File: config.mk
export PLATFORM = sky130hd
export DESIGN_NAME = counter_nbit_ctrl
export DESIGN_NICKNAME = d
export VERILOG_FILES = /design/src/rtl/counter_pkg.sv /design/src/rtl/counter_nbit_ce.sv /design/src/rtl/counter_nbit_ctrl.sv
export SDC_FILE = /design/constraint.sdc
export NUM_CORES = 1
export LEC_CHECK = 0
export CORE_AREA = 2 2 39 41
export CTS_CLUSTER_DIAMETER = 60
export CTS_CLUSTER_SIZE = 28
export DETAILED_ROUTE_END_ITERATION = 6
export DIE_AREA = 0 0 41 43
export GPL_TIMING_DRIVEN = 0
export MAX_ROUTING_LAYER = met4
export PLACE_DENSITY = 0.67
export SYNTH_ARGS = -nofsm -noshare
export SYNTH_HDL_FRONTEND = slang
export SYNTH_SLANG_ARGS = --single-unit
File: constraint.sdc
create_clock -name clk -period 1.7 [get_ports clk]
set_input_delay 0.34 -clock clk [delete_from_list [all_inputs] [get_ports clk]]
set_output_delay 0.34 -clock clk [all_outputs]
set_load 0.005 [all_outputs]
File: src/rtl/counter_pkg.sv
// rtl/counter_pkg.sv - shared state encoding and default width for the interval timer.
package counter_pkg;

    localparam int DEFAULT_CNT_WIDTH = 3;

    typedef enum logic [1:0] {
        ST_IDLE = 2'b00,
        ST_RUN  = 2'b01,
        ST_DONE = 2'b10
    } state_t;

endpackage

File: src/rtl/counter_nbit_ce.sv
// rtl/counter_nbit_ce.sv - n-bit up-counter register with synchronous clear and count enable.
module counter_nbit_ce
    import counter_pkg::*;
#(
    parameter int CNT_WIDTH = DEFAULT_CNT_WIDTH
) (
    input  logic                 clk,
    input  logic                 reset_n,
    input  logic                 i_clr,
    input  logic                 i_en,
    output logic [CNT_WIDTH-1:0] o_count
);

    logic [CNT_WIDTH-1:0] r_count;

    // Clear wins over enable so a restart or wrap never increments.
    always_ff @(posedge clk or negedge reset_n) begin
        if (!reset_n) begin
            r_count <= '0;
        end else if (i_clr) begin
            r_count <= '0;
        end else if (i_en) begin
            r_count <= r_count + CNT_WIDTH'(1);
        end
    end

    assign o_count = r_count;

endmodule

File: src/rtl/counter_nbit_ctrl.sv
// rtl/counter_nbit_ctrl.sv - interval-timer controller: start/stop/hold, terminal detect, one-shot or reload.
module counter_nbit_ctrl
    import counter_pkg::*;
#(
    parameter int CNT_WIDTH = DEFAULT_CNT_WIDTH
) (
    input  logic                 clk,
    input  logic                 reset_n,
    input  logic                 start,
    input  logic                 stop,
    input  logic                 hold,
    input  logic                 mode_reload,
    input  logic [CNT_WIDTH-1:0] period,
    output logic [CNT_WIDTH-1:0] counter,
    output logic                 busy,
    output logic                 done
);

    state_t               r_state;
    logic                 r_busy;
    logic                 r_done;
    logic [CNT_WIDTH-1:0] r_period_q;
    logic                 r_reload_q;

    state_t               w_state_nxt;
    logic                 w_clr;
    logic                 w_en;
    logic                 w_done_nxt;
    logic                 w_load;
    logic                 w_start_ok;
    logic                 w_terminal;
    logic [CNT_WIDTH-1:0] w_count;

    assign w_start_ok = start && (period != '0);
    assign w_terminal = (w_count == r_period_q);

    always_comb begin
        w_state_nxt = r_state;
        w_clr       = 1'b0;
        w_en        = 1'b0;
        w_done_nxt  = 1'b0;
        w_load      = 1'b0;
        if (stop) begin
            w_state_nxt = ST_IDLE;
            w_clr       = 1'b1;
        end else begin
            case (r_state)
                ST_IDLE, ST_DONE: begin
                    if (w_start_ok) begin
                        w_load      = 1'b1;
                        w_clr       = 1'b1;
                        w_state_nxt = ST_RUN;
                    end
                end
                ST_RUN: begin
                    if (!hold) begin
                        if (w_terminal) begin
                            w_done_nxt = 1'b1;
                            if (r_reload_q) begin
                                w_clr = 1'b1;
                            end else begin
                                w_state_nxt = ST_DONE;
                            end
                        end else begin
                            w_en = 1'b1;
                        end
                    end
                end
                default: begin
                    w_state_nxt = ST_IDLE;
                    w_clr       = 1'b1;
                end
            endcase
        end
    end

    // busy and done are registered next to the state so outputs never glitch.
    always_ff @(posedge clk or negedge reset_n) begin
        if (!reset_n) begin
            r_state    <= ST_IDLE;
            r_busy     <= 1'b0;
            r_done     <= 1'b0;
            r_period_q <= '0;
            r_reload_q <= 1'b0;
        end else begin
            r_state <= w_state_nxt;
            r_busy  <= (w_state_nxt == ST_RUN);
            r_done  <= w_done_nxt;
            if (w_load) begin
                r_period_q <= period;
                r_reload_q <= mode_reload;
            end
        end
    end

    counter_nbit_ce #(
        .CNT_WIDTH (CNT_WIDTH)
    ) u_counter (
        .clk     (clk),
        .reset_n (reset_n),
        .i_clr   (w_clr),
        .i_en    (w_en),
        .o_count (w_count)
    );

    assign counter = w_count;
    assign busy    = r_busy;
    assign done    = r_done;

endmodule

# Yosys cells after proc, flatten, opt, wreduce, memory -nomap -nowiden
# Cells that the tools add are included.
# classes
addsub,1
eq_ne,4
muxes,24
reduce_logical,5
# ops
cell,n
two-way mux 1 bit,15
two-way mux 2 bit,5
two-way mux 3 bit,2
"equality test 2 x 1 -> 1 bit, second input constant",2
case mux 2 bit (2 select lines),1
"adder 3 x 1 -> 3 bit, second input constant",1
equality test 3 bit,1
nonzero test 3 bit,1
"equality test 2 bit, second input constant",1
zero test 2 bit,1
case mux 1 bit (2 select lines),1
nonzero test 2 bit,1
OR reduction 2 bit,1
logical AND 1 bit,1
# totals
regBits,11
in_bits,9
out_inout_bits,5
elab_cells,40

# Logic depth before layout (Yosys ltp)
# Gate-level depths: netlist (run 1).
# depth
depth_word,7
mapped_depth,5
depth_no_buf,4

# By module
# A second synthesis (run 1) with hierarchy kept.
# unflattened
hier_cells,44
hier_area_um2,531.8
# modules_own_cells
mod,instances,cells_per_inst,area_per_inst_um2,seq_area_each_um2
counter_nbit_ctrl,1,33,395.4,200.2
counter_nbit_ce,1,11,136.4,75.1

# Least setup slack after synthesis (run 1)
# Ideal clock, no wire load.
# synth_path
path_type,register to register
start,register r_state[1]
end,"register u_counter.r_count[1], in the netlist u_counter.o_count[1]"
setup_time_ps,121
arrival_time_ps,1329
required_ps,1579
setup_slack_ps,250
stages_incl_launch_ff,6
path_buffers,1
synth_period_minus_slack_ps,1450
cell_sequence,dfrtp_1 -> or3b_1 -> buf_2 -> a41o_2 -> a22oi_1 -> nor2_1
# synth_between
elab_chain_cells,5
word_cells_on_any_way,10
cone_classes,eq/ne: 2; mux: 5; reduce/logical: 3
# synth_rtl
element,line_no,source
start: declaration,counter_nbit_ctrl.sv:19,state_t r_state;
start signal: assignment,counter_nbit_ctrl.sv:86,r_state <= w_state_nxt;
equality test 2 bit / zero test 2 bit (equally long branches),counter_nbit_ctrl.sv:47,case (r_state)
OR reduction 2 bit,counter_nbit_ctrl.sv:47,
case mux 1 bit (2 select lines),counter_nbit_ctrl.sv:47,
two-way mux 1 bit,counter_nbit_ctrl.sv:43,if (stop) begin
two-way mux 3 bit / nonzero test 2 bit (equally long branches),-,
end signal: assignment,counter_nbit_ce.sv:23,r_count <= r_count + CNT_WIDTH'(1);
end: declaration,counter_nbit_ce.sv:14,logic [CNT_WIDTH-1:0] r_count;
# Several ways; a longest one is shown, not always the timed one.
# A chain may end at the register's enable or synchronous reset.

# Worst setup path in the final report (run 1)
# layout_path
start,input port period[0]
end,register r_period_q[2]
# layout_between
elab_chain_cells,5
# layout_rtl
element,line_no,source
start: declaration,counter_nbit_ctrl.sv:13,"input logic [CNT_WIDTH-1:0] period,"
nonzero test 3 bit,counter_nbit_ctrl.sv:34,assign w_start_ok = start && (period != '0);
logical AND 1 bit,counter_nbit_ctrl.sv:34,
two-way mux 1 bit,counter_nbit_ctrl.sv:49,if (w_start_ok) begin
two-way mux 1 bit,counter_nbit_ctrl.sv:47,
two-way mux 1 bit,counter_nbit_ctrl.sv:43,
end signal: assignment,counter_nbit_ctrl.sv:90,r_period_q <= period;
end: declaration,counter_nbit_ctrl.sv:22,logic [CNT_WIDTH-1:0] r_period_q;
# No other way between the ends.

==> results of run 1 <==
flip-flops by register name, summed over array words and instances (netlist names):
register           count
busy                   1
done                   1
r_period_q             3
r_reload_q             1
r_state                2
u_counter.o_count      3
area by class of cell:
class	count	share of cell area
Timing Repair Buffer	13	0.1834
Multi-Input combinational cell	34	0.3457
Sequential cell	11	0.3880
Inverter	2	0.01058
Tap cell	16	0.02822
Buffer	1	0.007055
Clock buffer	4	0.03704
per-layer routing:
| layer | track usage | routed length, µm |
|---|---|---|
| met5 | - | 0 |
| met4 | 0.08000 | 19 |
| met3 | 0.03141 | 48 |
| met2 | 0.2125 | 505 |
| met1 | 0.2114 | 418 |
cells by family after synthesis:
group                    count (synthesis)  synth area share
AND/OR/NAND/NOR                         14            0.1429
AO/OA/AOI/OAI                           12            0.1500
flip-flops                              11            0.5238
multiplexers                             4           0.08571
XOR/XNOR                                 3           0.05001
buffers and inverters                    3           0.02381
adder cells (fa/ha/maj)                  1           0.02381
through the flow:
step / hold slack, ns / util / worst slack (ns) / instance area, µm²
after floorplan: 0.04441 / - / 0.2497 / 525.5
after global placement: 0.5139 / 0.4882 / -0.3102 / 675.6
after detailed placement: 0.5204 / 0.4882 / -0.3183 / 675.6
after CTS: 0.4216 / 0.5090 / 0.04426 / 704.4
after global routing: 0.4461 / 0.5127 / 0.01154 / 709.4
final: 0.4013 / 0.5127 / 0.1075 / 709.4
power breakdown:
group | switching [µW] | total [µW] | internal (µW)
Sequential | 24.2 | 314 | 290
Clock | 86.5 | 177 | 90.8
Combinational | 55.0 | 123 | 67.5
Total | 166 | 614 | 448
placed cells by master (no fill, tap or decap):
cell type         n
a21oi_1           5
or3b_1            1
nor2_4            1
or3_1             1
clkbuf_1          1
a41o_2            1
a31oi_1           1
nor3_1            1
nand3b_1          1
xnor2_1           3
or2_2             1
a22oi_1           2
nor2b_1           1
buf_2             1
nand2_1           2
clkbuf_4          3
nor2_1            3
dfrtp_1          11
mux2_2            4
nand3_1           1
o31ai_1           1
inv_1             2
o21ai_0           1
nor3b_1           1
ha_1              1
o311ai_1          1
clkdlybuf4s50_1  13
timing repair:
item / 4_1_cts / 5_1_grt
resized for setup: 1 / 2
endpoints found under the hold margin: 0 / 0
gates cloned: 0 / 0
endpoints found under the setup margin: 4 / 3
worst max-delay path by stage:
stage,start,endpoint,cells after the start
floorplan,r_state[1]$_DFF_PN0_,u_counter.o_count[1]$_DFFE_PN0P_,5
global placement,period[0],r_period_q[1]$_DFFE_PN0P_,5
detailed placement,period[0],r_period_q[0]$_DFFE_PN0P_,5
CTS,period[0],r_period_q[2]$_DFFE_PN0P_,5
global route,hold,u_counter.o_count[1]$_DFFE_PN0P_,6
finish,period[0],r_period_q[2]$_DFFE_PN0P_,5
==> impl_metrics.toml, run 1 <==
[status]
outcome = "complete, no violations"

[final_layout]
fillers = 134
ff_latch_area_um2 = 275.3
drive_gt1_frac = 0.1692
multi_input_area_um2 = 245.2
area_growth_pct = 35.00
num_antenna_cells = 0
nets = 76
finalNonFillerCells = 81

[placement]
port_buffers = 13
place_inst = 77
gp_congestion = 0.7726
dp_hpwl_um = 749.8

[drt]
antenna_left = 0
wl_per_cell_um = 12.23
dr.pass1.iters = 4
via_per_inst = 5.272
num_vias = 427
routed_wl_um = 991
drc_errors = 0
first_iter_violations = 7

[power]
vdd_drop_max_mv = 0.4641
p_total_uw = 613.7
leakagePower_uw = 0.0002871
power.density_nw_per_um2 = 865.0

[clocking]
htree_levels = 1
clk_latency_ns = 0.27
holdBufCountCts = 0
post_cts_buffers = 0
cts-root-buf = "clkbuf_4"
clkTransAtPathRegs_ns = 0.07
clock-sinks = 11
cts_buffer_depth = 2
cts_buffers = 3
cts_tree = "built"

[worst_hold_path]
hp-class = "input pin to async pin"

[setup_path]
path_buf_inv = 1
critical_path_arrival_ns = 1.75
slowest_delay_ns = 0.47
crit_path_top_delay_cell = "clkdlybuf4s50_1"
r2r_slack_ns = 0.17
timing.rr.start = "r_state[1]$_DFF_PN0_"
cp_top_family = "simple AND/OR/NAND/NOR gates"
reg2reg_depth = 5
worstSetupEndpointType = "flip-flop"
required_ns = 1.85
timing.rr.end = "u_counter.o_count[0]$_DFFE_PN0P_"
start_kind = "input pin"
crit_path_max_fanout = 4
path_cells = "clkdlybuf4s50_1 > o31ai_1 > or2_2 > nor2_4 > mux2_2"
critical_path_class = "input pin to flip-flop"

[floorplan]
row_count = 14
coreArea_um2 = 1384
die_area_um2 = 1763
initial_core_util = 0.3797
io_pins = 14
die_w_um = 41
die_h_um = 43

[synth]
syn_area_um2 = 525.5
ys_types = 23
synthTopCellsByArea = "dfrtp_1 52%, mux2_2 8.6%, xnor2_1 5.0%, a21oi_1 4.8%, a22oi_1 2.9%"
syn-instance-count = 48
synth_top_area_frac = 0.5238
synth_seq_cells = 11
synthMostInstantiatedCell = "dfrtp_1"
synth_seq_area_share = 0.5238
synth_edf_count = 0
synth_top_area_cell = "dfrtp_1"
yosysWarnings = 0
ys.flop_type = "dfrtp_1"
synth_area_per_cell_um2 = 10.95
synth_nets = 58
synthTopCellsByCount = "11 x dfrtp_1, 5 x a21oi_1, 4 x mux2_2, 4 x nor2_1, 3 x xnor2_1"
async_flop_share = 1.000

[timing]
rsz0062_at_grt = "no"
slew_violations = 0
tns_ns = 0
clock_skew_ns = 0.001751
period_share = 0.9367
fmax_mhz = 628.0
relSlewSlack = 0.6736
min_period_ns = 1.592
worst_pin_slew_ns = 0.4881
hold_violations = 0
setup_viol = 0

[global_route]
grt_max_degree = 12
grt_pass1_wl_mm = 1.787
grt_usage = 0.1554
grt-ovfl-total = 0
antenna_found_initial = 0
grt_pass1_vias = 418

[job]
maxCapViolations = 0
Note: power is estimated with default switching activity, not from simulation.
==> run 2: changes to the inputs <==
- clock period: 1.7 -> 2 ns (I/O delays scaled with it)
==> run 2 against run 1 <==
Via count fell by 0.94%; global-route usage is the same; clock power down 13%; critical path depth did not move; sequential share of layout area grew 0.41 points; setup slack gained 0.096 ns; combinational power is 18% lower; first-iteration DRC count stayed put; routed wire length decreased by 0.61%; critical endpoint unchanged; largest power group unchanged.
==> impl_metrics.toml, run 2 (same netlist as run 1, synthesis figures left out) <==
[status]
outcome = "complete, no violations"

[worst_hold_path]
hp-class = "input pin to async pin"

[floorplan]
die_h_um = 43
row_count = 14
coreArea_um2 = 1384
initial_core_util = 0.3797
die_w_um = 41
io_pins = 14
die_area_um2 = 1763

[global_route]
grt_pass1_vias = 418
antenna_found_initial = 0
grt_pass1_wl_mm = 1.787
grt_usage = 0.1554
grt-ovfl-total = 0
grt_max_degree = 12

[setup_path]
worstSetupEndpointType = "flip-flop"
cp_top_family = "simple AND/OR/NAND/NOR gates"
worst-path-stages = 5
slowest_delay_ns = 0.48
start_kind = "input pin"
path_buf_inv = 1
reg2reg_depth = 4
crit_path_top_delay_cell = "clkdlybuf4s50_1"
timing.rr.start = "u_counter.o_count[0]$_DFFE_PN0P_"
path_cells = "clkdlybuf4s50_1 > o31ai_1 > or2_2 > nor2_1 > mux2_2"
critical_path_class = "input pin to flip-flop"
required_ns = 2.16
timing.rr.end = "busy$_DFF_PN0_"
crit_path_max_fanout = 4
critical_path_arrival_ns = 1.95
r2r_slack_ns = 0.37

[power]
power.density_nw_per_um2 = 742.2
p_total_uw = 521.0
comb_power_share = 0.194
vdd_drop_max_mv = 0.3908
p_sw_uw = 141.1
p_int_uw = 379.9
p_clk_frac = 0.295
switching_share = 0.2708
seq_power_share = 0.511
leakagePower_uw = 0.0002864

[job]
maxCapViolations = 0

[placement]
dp_hpwl_um = 749.8
place_area_um2 = 675.6
gp_congestion = 0.7726
port_buffers = 13

[timing]
whs_ns = 0.4550
hold_violations = 0
min_period_ns = 1.797
period_share = 0.8984
setup_viol = 0
rsz0062_at_grt = "no"
relSlewSlack = 0.6747
clock_skew_ns = 0.0009048
fmax_mhz = 556.6
worst_pin_slew_ns = 0.4864
slew_violations = 0

[clocking]
clock-sinks = 11
cts-root-buf = "clkbuf_4"
holdBufCountCts = 0
clkTransAtPathRegs_ns = 0.07
cts_tree = "built"
htree_levels = 1
post_cts_resized = 0
cts_buffer_depth = 2
cts_buffers = 3
clk_latency_ns = 0.27
post_cts_buffers = 0

[final_layout]
nets = 76
area_growth_pct = 33.57
stdcell_area_um2 = 701.9
layout_common_cells = "13 x clkdlybuf4s50_1, 11 x dfrtp_1, 5 x a21oi_1"
final_common_cell = "clkdlybuf4s50_1"
drive_gt1_frac = 0.1538
num_antenna_cells = 0
final_util = 0.5072

[drt]
num_vias = 423
drc_errors = 0
wl_met3_um = 49
via_per_inst = 5.222
wl_per_cell_um = 12.16
first_iter_violations = 7
routed_wl_um = 985
highest_layer = "met4"
antenna_left = 0
dr.pass1.iters = 4
drt-met1-wl_um = 422
dr_wl_met2_um = 481
run 2: cell counts in the layout (fill, tap and decap cells not counted):
No cell type changed its count.
run 2: routing by layer:
metal / vias to the layer above / global-route usage
met1: 195 / 0.2114
met3: 5 / 0.03141
li1: 210 / -
met5: - / -
met2: 13 / 0.2125
met4: 0 / 0.08000
run 2: worst max path at each step:
stage	from	endpoint
final	period[0]	r_period_q[2]$_DFFE_PN0P_
after global routing	period[1]	r_period_q[2]$_DFFE_PN0P_
after CTS	period[0]	r_period_q[2]$_DFFE_PN0P_
after detailed placement	period[0]	r_period_q[0]$_DFFE_PN0P_
after global placement	period[0]	r_period_q[1]$_DFFE_PN0P_
after floorplan	period[1]	r_period_q[0]$_DFFE_PN0P_
run 2: power by group through the flow:
stage               Sequential (µW)  Clock (µW)  Combinational (µW)
CTS                             266         154                 103
finish                          266         154                 101
global route                    269         167                 114
detailed placement              270           0                 101
global placement                268           0                99.2
floorplan                       265           0                62.4
run 2: area by class of cell:
cell class | count | area (µm²)
Sequential cell | 11 | 275.3
Inverter | 2 | 7.507
Tap cell | 16 | 20.02
Buffer | 1 | 5.005
Timing Repair Buffer | 13 | 130.1
Multi-Input combinational cell | 34 | 237.7
Clock buffer | 4 | 26.28
Fill cell | 134 | 681.9
run 2: stage by stage:
stage / instances / setup WS (ns) / TNS (ns)
2_1_floorplan: 48 / 0.5361 / 0
3_3_place_gp: 77 / -0.07019 / -0.2746
3_5_place_dp: 77 / -0.07825 / -0.3114
4_1_cts: 81 / 0.1901 / 0
5_1_grt: 81 / 0.1242 / 0
6_report: 81 / 0.2033 / 0
